--- src/rtl/timer_counter.sv ---
// Memory-mapped programmable down-counter with interrupt output.
// Word-addressed slave: CTRL (EN, MODE, IM), PRESET, read-only COUNT.
// One-shot mode raises a level irq that holds until software writes CTRL or
// PRESET; auto-reload mode produces a single-cycle pulse and restarts.
//
//   state  | meaning
//   -------+---------------------------------------------------
//   IDLE   | waiting for EN
//   LOAD   | copy PRESET into COUNT
//   CNT    | decrement COUNT while EN stays set
//   INT    | terminal count reached; finish one-shot or reload
module timer_counter #(
  parameter logic [31:0] PRESET_RESET = 32'h0
) (
  input  logic        clk,
  input  logic        reset,
  input  logic [1:0]  addr,
  input  logic        we,
  input  logic [31:0] wdata,
  output logic [31:0] rdata,
  output logic        irq
);

  typedef enum logic [1:0] {
    S_IDLE = 2'd0,
    S_LOAD = 2'd1,
    S_CNT  = 2'd2,
    S_INT  = 2'd3
  } state_t;

  state_t      r_state;
  state_t      w_state_next;
  logic [3:0]  r_ctrl;
  logic [31:0] r_preset;
  logic [31:0] r_count;
  logic [31:0] w_count_next;
  logic        r_irq_flag;
  logic        w_flag_set;
  logic        w_flag_clr_fsm;
  logic        w_en_clr;
  logic        w_wr_ctrl;
  logic        w_wr_preset;
  logic        w_en;
  logic        w_auto;
  logic        w_unused_wdata;

  assign w_wr_ctrl      = we && (addr == 2'd0);
  assign w_wr_preset    = we && (addr == 2'd1);
  assign w_en           = r_ctrl[0];
  // MODE 1x behaves as one-shot, so only the exact 01 encoding reloads.
  assign w_auto         = (r_ctrl[2:1] == 2'b01);
  assign w_unused_wdata = ^wdata[31:4];

  // Next-state, next-count and flag/EN side effects of the sequencer.
  always_comb begin
    w_state_next   = r_state;
    w_count_next   = r_count;
    w_flag_set     = 1'b0;
    w_flag_clr_fsm = 1'b0;
    w_en_clr       = 1'b0;
    case (r_state)
      S_IDLE: begin
        if (w_en) w_state_next = S_LOAD;
      end
      S_LOAD: begin
        w_count_next = r_preset;
        w_state_next = S_CNT;
      end
      S_CNT: begin
        if (!w_en) begin
          w_state_next = S_IDLE;
        end else if (r_count > 32'd1) begin
          w_count_next = r_count - 32'd1;
        end else begin
          // COUNT of 0 (PRESET=0) terminates exactly like COUNT of 1.
          w_count_next = 32'd0;
          w_flag_set   = 1'b1;
          w_state_next = S_INT;
        end
      end
      S_INT: begin
        if (w_auto) w_flag_clr_fsm = 1'b1;
        else        w_en_clr       = 1'b1;
        w_state_next = S_IDLE;
      end
      default: w_state_next = S_IDLE;
    endcase
  end

  // State register.
  always_ff @(posedge clk) begin
    if (reset) r_state <= S_IDLE;
    else       r_state <= w_state_next;
  end

  // CTRL register; a bus write takes priority over the one-shot EN clear.
  always_ff @(posedge clk) begin
    if (reset)          r_ctrl    <= 4'h0;
    else if (w_wr_ctrl) r_ctrl    <= wdata[3:0];
    else if (w_en_clr)  r_ctrl[0] <= 1'b0;
  end

  // PRESET register; only consumed in LOAD, so mid-count writes wait.
  always_ff @(posedge clk) begin
    if (reset)            r_preset <= PRESET_RESET;
    else if (w_wr_preset) r_preset <= wdata;
  end

  // COUNT register, owned entirely by the sequencer.
  always_ff @(posedge clk) begin
    if (reset) r_count <= 32'd0;
    else       r_count <= w_count_next;
  end

  // Interrupt flag; a terminal count is never lost to a same-edge bus clear.
  always_ff @(posedge clk) begin
    if (reset)                                          r_irq_flag <= 1'b0;
    else if (w_flag_set)                                r_irq_flag <= 1'b1;
    else if (w_wr_ctrl || w_wr_preset || w_flag_clr_fsm) r_irq_flag <= 1'b0;
  end

  // irq is a function of two flops only, so no bus path reaches it.
  assign irq = r_irq_flag & r_ctrl[3];

  // Combinational read mux.
  always_comb begin
    rdata = 32'h0;
    case (addr)
      2'd0:    rdata = {28'h0, r_ctrl};
      2'd1:    rdata = r_preset;
      2'd2:    rdata = r_count;
      default: rdata = 32'h0;
    endcase
  end

endmodule

--- config.mk ---
export PLATFORM = sky130hd
export DESIGN_NAME = timer_counter
export DESIGN_NICKNAME = d
export VERILOG_FILES = /design/src/rtl/timer_counter.sv
export SDC_FILE = /design/constraint.sdc
export NUM_CORES = 1
export LEC_CHECK = 0
export ABC_AREA = 1
export CAP_MARGIN = 20
export CORE_MARGIN = 2
export CORE_UTILIZATION = 58
export DETAILED_ROUTE_END_ITERATION = 10
export GPL_ROUTABILITY_DRIVEN = 0
export PLACE_DENSITY = 0.91
export SETUP_SLACK_MARGIN = 0.3
export SYNTH_ARGS = -nofsm -noshare
export SYNTH_HDL_FRONTEND = slang
export SYNTH_SLANG_ARGS = --single-unit
--- constraint.sdc ---
create_clock -name clk -period 4.7 [get_ports clk]
set_clock_uncertainty 0.1 [all_clocks]
set_input_delay 1.41 -clock clk [delete_from_list [all_inputs] [get_ports clk]]
set_output_delay 1.41 -clock clk [all_outputs]
set_load 0.02 [all_outputs]
Yosys cells after proc, flatten, opt, wreduce, memory -nomap -nowiden

Index checks and enable logic that the tools add are counted.

$lt $le $gt $ge: 1
Bitwise gates (word level): 1
Add/sub/neg operators: 1
Mux-type cells: 19
Reductions and logical operators: 11
Equal/unequal tests: 9

Operators with widths:

| kind                    | count |
|---|---|
| $pmux W32 S3            | 1 |
| $mux W32                | 2 |
| $pmux W32 S2            | 1 |
| $gt A32 B1 Y1 const B   | 1 |
| $sub A32 B1 Y32 const B | 1 |
| $mux W1                 | 11 |
| $pmux W2 S4             | 1 |
| $eq A2 B1 Y1 const B    | 3 |
| $eq A2 B2 Y1 const B    | 3 |
| $mux W2                 | 3 |
| $reduce_bool A2 Y1      | 3 |
| $logic_not A2 Y1        | 2 |
| $ne A2 B2 Y1 const B    | 2 |
| $reduce_and A2 Y1       | 2 |
| $ne A3 B3 Y1 const B    | 1 |
| $logic_and A1 B1 Y1     | 2 |
| $logic_or A1 B1 Y1      | 2 |
| $and A1 B1 Y1           | 1 |

Input bits: 37
Flip-flop bits (word level): 71
Word-level logic and storage cells: 48

Depth between registers and ports, before layout

Depth in word-level cells: 6
Depth in mapped cells: 11
Mapped depth without buffers: 11

Worst setup path before layout

OpenSTA, ideal clock, no wires.

Path kind: input -> output
Start: input addr[0]
End: output rdata[1]
Setup slack: 0.910 ns
Arrival time: 2.280 ns
Stages on the path: 5
Buffers on the path: 1
Cell sequence: inv_1 -> nor2_2 -> inv_1 -> clkbuf_1 -> o221ai_1

Word-level cells in the longest chain between the ends: 2
Elaborated cells between the ends (all ways): 4
Classes of those cells: eq/ne (2); mux (1); reduce/logical (1)

RTL lines:

| what                                       | line | RTL |
|---|---|---|
| start: declaration                         | 17   | `input logic [1:0] addr,` |
| $eq A2 B2 Y1, or another cell as far along | 128  | `case (addr)` |
| $pmux W32 S3 (*)                           | 128  |  |
| end: declaration                           | 20   | `output logic [31:0] rdata,` |

Mark *: on every way between the ends. The rest lies on a longest branch, timed or not.

Worst setup path in the final report

Start: input addr[1]
End: output rdata[0]

The elaborated chain is that of the path after synthesis.

==> results.cfg <==
[status]
violations = design-rule violations
status = finished, violations left

[clock_network]
cts_setup_buffers = 0
htreeDepth = 3
cts_made_buffers = 9
clock-root-buffer = clkbuf_8
clkTransAtPathRegs_ps = 70
clk_latency_ps = 360
clock-sinks = 71
cts_tree = done
clock_path_buffers = 2

[routing]
wl_mm = 11.67
vias_per_cell = 5.799
num_vias = 4535
first_iter_violations = 558
ant_nets = 0
drc = 2
wl_per_cell_um = 14.93
firstDrtPassIters = 11

[cells_and_area]
antennaDiodeCount = 0
nets = 720
layout_common_cells = 106 x o21ai_0, 98 x nand2_1, 84 x inv_1
fillers = 585
area.growth.synth_to_final_pct = 20.32
register_area_um2 = 1421
layout_commonest_cell = o21ai_0
drive_above_1_share_pct = 12.68
multi_input_area_um2 = 2212
stdcell_count = 782

[sta]
tightest_slew_ps = 1064
hold_viol_final = 0
finalCritPeriodShare_pct = 93.04
rsz0062_at_grt = true
setup_violations = 0
hold_ws_ps = 366.0
fin_crit_ps = 4373
max_freq_ghz = 0.2287
relSlewSlack_pct = 28.87
slew_violations = 0

[worst_hold_path]
min_to = r_preset[5]
min_path_cells = 2
hold_class = flip-flop to flip-flop
holdCritStartpoint = r_preset[5]

[floorplan]
die_y_um = 88.02
die_w_um = 88.02
num_rows = 30
io_pins = 70
start_util_pct = 60.26
dieArea_um2 = 7747
core_area_um2 = 6794

[synth]
synth_seq_area_share_pct = 34.72
ys_types = 27
async_reset_ff_share_pct = 0
syn_inst = 627
ys.flop_type = dfxtp_1
synth_area_um2 = 4094
yosys.area.top_type = dfxtp_1
syn_avg_cell_area_um2 = 6.529
yosys_warnings = 0
synth_nets = 666
yosysTopAreaCellShare_pct = 34.72
synth-edff-count = 0
yosys-top-cells-area = dfxtp_1 35%, o21ai_0 13%, nand2_1 9.1%
ys_seq_elements = 71

[pwr]
power.leakage_nw = 2.056
power_density_nw_per_um2 = 313.7
ir_drop_uv = 213.7

[global_routing]
grt_max_degree = 64
grt_pass1_vias = 4143
antenna_found_initial = 0
grt_pass1_wl_mm = 18.62
track_usage_pct = 30.49
grt-ovfl-total = 0

[setup_path]
worst_path_max_delay_cell = clkdlybuf4s50_1
r2r_slack_ps = 1720
critPathTopFamily = buffers and inverters
cp_num_cells = 5
crit_chain = clkdlybuf4s50_1 -> nand2_1 -> buf_12 -> o221ai_1 -> dlygate4sd2_1
crit-reg2reg-capture = r_count[20]
endpoint_kind = primary output
critPathRequiredTime_ps = 3190
reg2reg_from = r_state[0]
cp-start-kind = primary input
critPathMaxFanout = 32
max_stage_delay_ps = 560
critPathArrivalTime_ps = 2860
crit_type = primary input to primary output
critPathBufInv = 3
reg2reg_depth = 5

[placement]
dp_hpwl_mm = 7.965
port_buffers = 69
placedCellCount = 766

[run]
cap_viol_max_count = 0
==> worst min-delay path, delay by kind of cell (launching register included) <==
| kind | cells | cell delay [ps] |
|---|---|---|
| AOI/OAI and AO/OA | 1 | 50 |
| buffers and inverters | 1 | 60 |
| DFF | 1 | 310 |
==> kinds of logic (layout without fill, tap and decap cells) <==
logic type,after synthesis,count (layout),share of synthesized area (%)
xor gates and xnor gates,4,4,0.8557
adders and majority gates,2,2,0.6111
and+or+nand+nor,221,221,24.02
AOI/OAI and AO/OA,211,211,28.30
DFF,71,71,34.72
buffers and inverters,118,177,11.49
==> cell type report <==
type,instances,share of cell area (%)
Timing Repair Buffer,74,13.31
Tap cell,96,2.438
Inverter,87,6.629
Sequential cell,71,28.85
Multi-Input combinational cell,438,44.91
Clock inverter,4,0.9144
Clock buffer,12,2.946
==> layer usage <==
| metal | wire length (um) | share of wire (%) | global-route usage [%] |
|---|---|---|---|
| met1 | 4674 | 40 | 35.12 |
| met5 | 0 | 0 | 0 |
| met3 | 854 | 7.3 | 7.352 |
| met2 | 5845 | 50 | 54.55 |
| met4 | 298 | 2.6 | 11.71 |
==> repair_timing <==
item / in CTS / in global routing
resized for setup: 55 / 36
endpoints found under the setup margin: 32 / 31
gates cloned: 0 / 0
hold buffers: 0 / 0
==> flip-flops by register name, indices dropped and copies added (netlist names) <==
register	cells
r_ctrl	4
r_preset	32
r_irq_flag	1
r_state	2
r_count	32
==> worst max-delay path by stage <==
stage | startpoint | to | slack, ps
after floorplan | addr[0] | rdata[1] | 910
final | addr[1] | rdata[0] | 330
after global routing | addr[1] | rdata[0] | 270
after global placement | addr[0] | rdata[26] | 40
after detailed placement | addr[0] | rdata[23] | -20
after CTS | addr[0] | rdata[23] | 260
==> per-stage QoR <==
stage | power, mW | TNS, ps | setup slack [ps] | util [%] | instance area, um2
after CTS | 1.534 | 0 | 259.0 | 73.81 | 5015
after global placement | 1.050 | 0 | 43.09 | 71.22 | 4838
after global routing | 1.612 | 0 | 273.7 | 72.50 | 4926
after detailed placement | 1.062 | -57.10 | -23.80 | 71.22 | 4838
final | 1.545 | 0 | 327.2 | 72.50 | 4926
after floorplan | 0.9358 | 0 | 910.0 | - | 4094
==> Yosys cell counts (8+ instances only) <==
cell type and number:
a21oi_1 58, nand2_1 99, inv_1 84, a21oi_2 10, nor2_2 8, nor2_1 67, nand3_2 9, clkbuf_1 22
dfxtp_1 71, o22ai_1 28, o21ai_0 106, nand3_1 26
==> where the power goes <==
group | internal [mW] | total, mW | switching (mW)
sequential | 0.629 | 0.653 | 0.0237
combinational | 0.138 | 0.405 | 0.267
clock | 0.257 | 0.487 | 0.230
Power figures use the tool's default switching activity.
==> RTL edit, RTL diff (same settings) <==
Put a register stage on the output `rdata`, with the module's reset. The value now appears one clock later. The other outputs are not delayed to match.
--- a/src/rtl/timer_counter.sv
+++ b/src/rtl/timer_counter.sv
@@ -28,4 +28,6 @@
     S_INT  = 2'd3
   } state_t;
+
+  logic [31:0] rdata_d;
 
   state_t      r_state;
@@ -125,11 +127,19 @@
   // Combinational read mux.
   always_comb begin
-    rdata = 32'h0;
+    rdata_d = 32'h0;
     case (addr)
-      2'd0:    rdata = {28'h0, r_ctrl};
-      2'd1:    rdata = r_preset;
-      2'd2:    rdata = r_count;
-      default: rdata = 32'h0;
+      2'd0:    rdata_d = {28'h0, r_ctrl};
+      2'd1:    rdata_d = r_preset;
+      2'd2:    rdata_d = r_count;
+      default: rdata_d = 32'h0;
     endcase
+  end
+
+  always_ff @(posedge clk) begin
+    if (reset) begin
+      rdata <= '0;
+    end else begin
+      rdata <= rdata_d;
+    end
   end
 
Function: changed (a bounded check fails within 4 cycles, from zero or initial values and one cycle with reset high).
==> RTL edit against the unedited design <==
  * Synthesized cell count increased by 15%
  * Synthesized area increased by 20%
  * Count of clock-buffer cells in the layout decreased by 1
  * First-iteration DRC count decreased by 28%
  * Sequential power increased by 42%
  * Critical path depth increased by 2
  * Routed wire length increased by 2.2%
  * Sequential cell count increased by 32
  * Power increased by 23%
  * Design area increased by 18%
  * Worst setup slack improved by 1.2 ns
==> RTL edit: results (changes against the unedited design) <==
INFO  metric yosys-top-cells-count = nand2_1, dfxtp_1, a21oi_1, o21ai_0, nor2_1 (was o21ai_0, nand2_1, inv_1, dfxtp_1, nor2_1)
INFO  metric post_synth_num_cell_types = 29 (was 27)
INFO  metric drtPass1Iterations = 5 (was 11)
INFO  metric num-nets-final = 810 (was 720)
INFO  metric timing.critical_path.arrival = 3.28 ns (was 2.86 ns)
INFO  metric detail_route.iter0.violations = 404 (was 558)
INFO  metric final_layout_size_suffix_gt1_share = 6.06% (was 12.7%)
INFO  metric via_total_after_detailed_routing = 4932 (was 4535)
INFO  metric clkSlewWorstSetupHoldPaths = 0.09 ns (was 0.07 ns)
INFO  metric ratio_of_routed_vias_to_standard_cells = 5.60 (was 5.80)
INFO  metric top_regs = r_count (32), r_preset (32), rdata (32) (was r_count (32), r_preset (32), r_ctrl (4))
INFO  metric syn_nets = 762 (was 666)
INFO  metric grt_first_pass_wirelength = 20000 microns (was 18600 microns)
INFO  metric synth_area_leaders = dfxtp_1, nand2_1, a21oi_1 (was dfxtp_1, o21ai_0, nand2_1)
INFO  metric switching_share_of_power = 29.1% (was 33.7%)
INFO  metric worst-slew-pin-transition = 0.965 ns (was 1.06 ns)
INFO  metric wl_met1 = 5200 microns (was 4670 microns)
INFO  metric met3_wirelength = 813 microns (was 854 microns)
INFO  metric wl_per_instance = 13.6 microns (was 14.9 microns)
INFO  metric grt_antenna_before_repair = 0 (unchanged)
INFO  metric post_cts_resized = 0 (was 55)
INFO  metric cp_max_fo = 37 (was 32)
INFO  metric postCtsSetupBuffers = 0 (unchanged)
INFO  metric grt_start_max_net_pins = 60 (was 64)
INFO  metric grt_pass1_vias = 4501 (was 4143)
INFO  metric grt_util_all_layers = 27.1% (was 30.5%)
INFO  metric outcome = finished, final reports clean (was finished, violations left)
INFO  metric vdd_ir_drop_max = 0.000274 V (was 0.000214 V)
INFO  metric place_hpwl = 8160 microns (was 7970 microns)
INFO  metric final_antenna_net_count = 0 (unchanged)
INFO  metric detailroute.wirelength.met2 = 5710 microns (was 5850 microns)
INFO  metric leakagePower = 2.29 nW (was 2.06 nW)
INFO  metric synth_seq_area_share = 42.1% (was 34.7%)
INFO  metric fillerInstances = 675 (was 585)
## RTL edit: cell count changes after synthesis, moves of 10 or more
cell     change
a21oi_1     +38
a21oi_2     -10
dfxtp_1     +32
inv_1       -27
nand2_1     +68
nand3_1     +35
o21ai_0     -26
o22ai_1     -26
## RTL edit: tightest hold or removal path: stages (launching register included)
cell and delay, ns:
dfxtp_1 0.32, inv_1 0.07, a21oi_1 0.06
## RTL edit: path summary, 6_finish.rpt
path	startpoint	endpoint	slack, ns	cells past startpoint
worst max-delay path	addr[0]	r_preset[0]	1.56	7
worst min-delay path	r_preset[3]	r_preset[3]	0.38	2
worst min register to register	r_preset[3]	r_preset[3]	0.38	2
worst max register to register	r_state[0]	r_count[1]	1.97	5
## RTL edit: area by class of cell
cell class                 count  area (sq um)  area share [%]
clock inverter                 4          70.1            1.20
inverter                      60           225            3.87
clock buffer                  11           141            2.43
sequential                   103          2060            35.4
tap                          105           131            2.26
multi-input combinational    522          2440            41.9
timing repair buffer          75           751            12.9
## RTL edit: cell families after synthesis
family,after synthesis,synth area share [%]
AND/OR/NAND/NOR,327,28.4
AO/OA/AOI/OAI,190,20.2
flip-flops,103,42.1
buffers and inverters,98,8.22
XOR/XNOR,3,0.536
adder cells (fa/ha/maj),2,0.511
## RTL edit: metal layers
layer | vias up | global-route usage, %
li1 | 2458 | -
met1 | 2249 | 34.3
met2 | 208 | 46.5
met3 | 17 | 5.17
met4 | 0 | 8.45
met5 | - | 0
## RTL edit: power groups by stage
stage | logic (mW) | clock network (mW) | registers, mW
after floorplan | 0.260 | 0 | 0.944
after global placement | 0.353 | 0 | 0.944
after detailed placement | 0.366 | 0 | 0.945
after CTS | 0.369 | 0.600 | 0.925
after global routing | 0.424 | 0.629 | 0.930
final | 0.378 | 0.594 | 0.926
## RTL edit: metrics by stage
stage | instances | worst slack [ns] | instance area (sq um)
global route | 880 | 1.42 | 5820
CTS | 879 | 1.59 | 5800
finish | 880 | 1.56 | 5820
floorplan | 723 | 2.27 | 4900
detailed placement | 864 | 1.21 | 5580
global placement | 864 | 1.35 | 5580
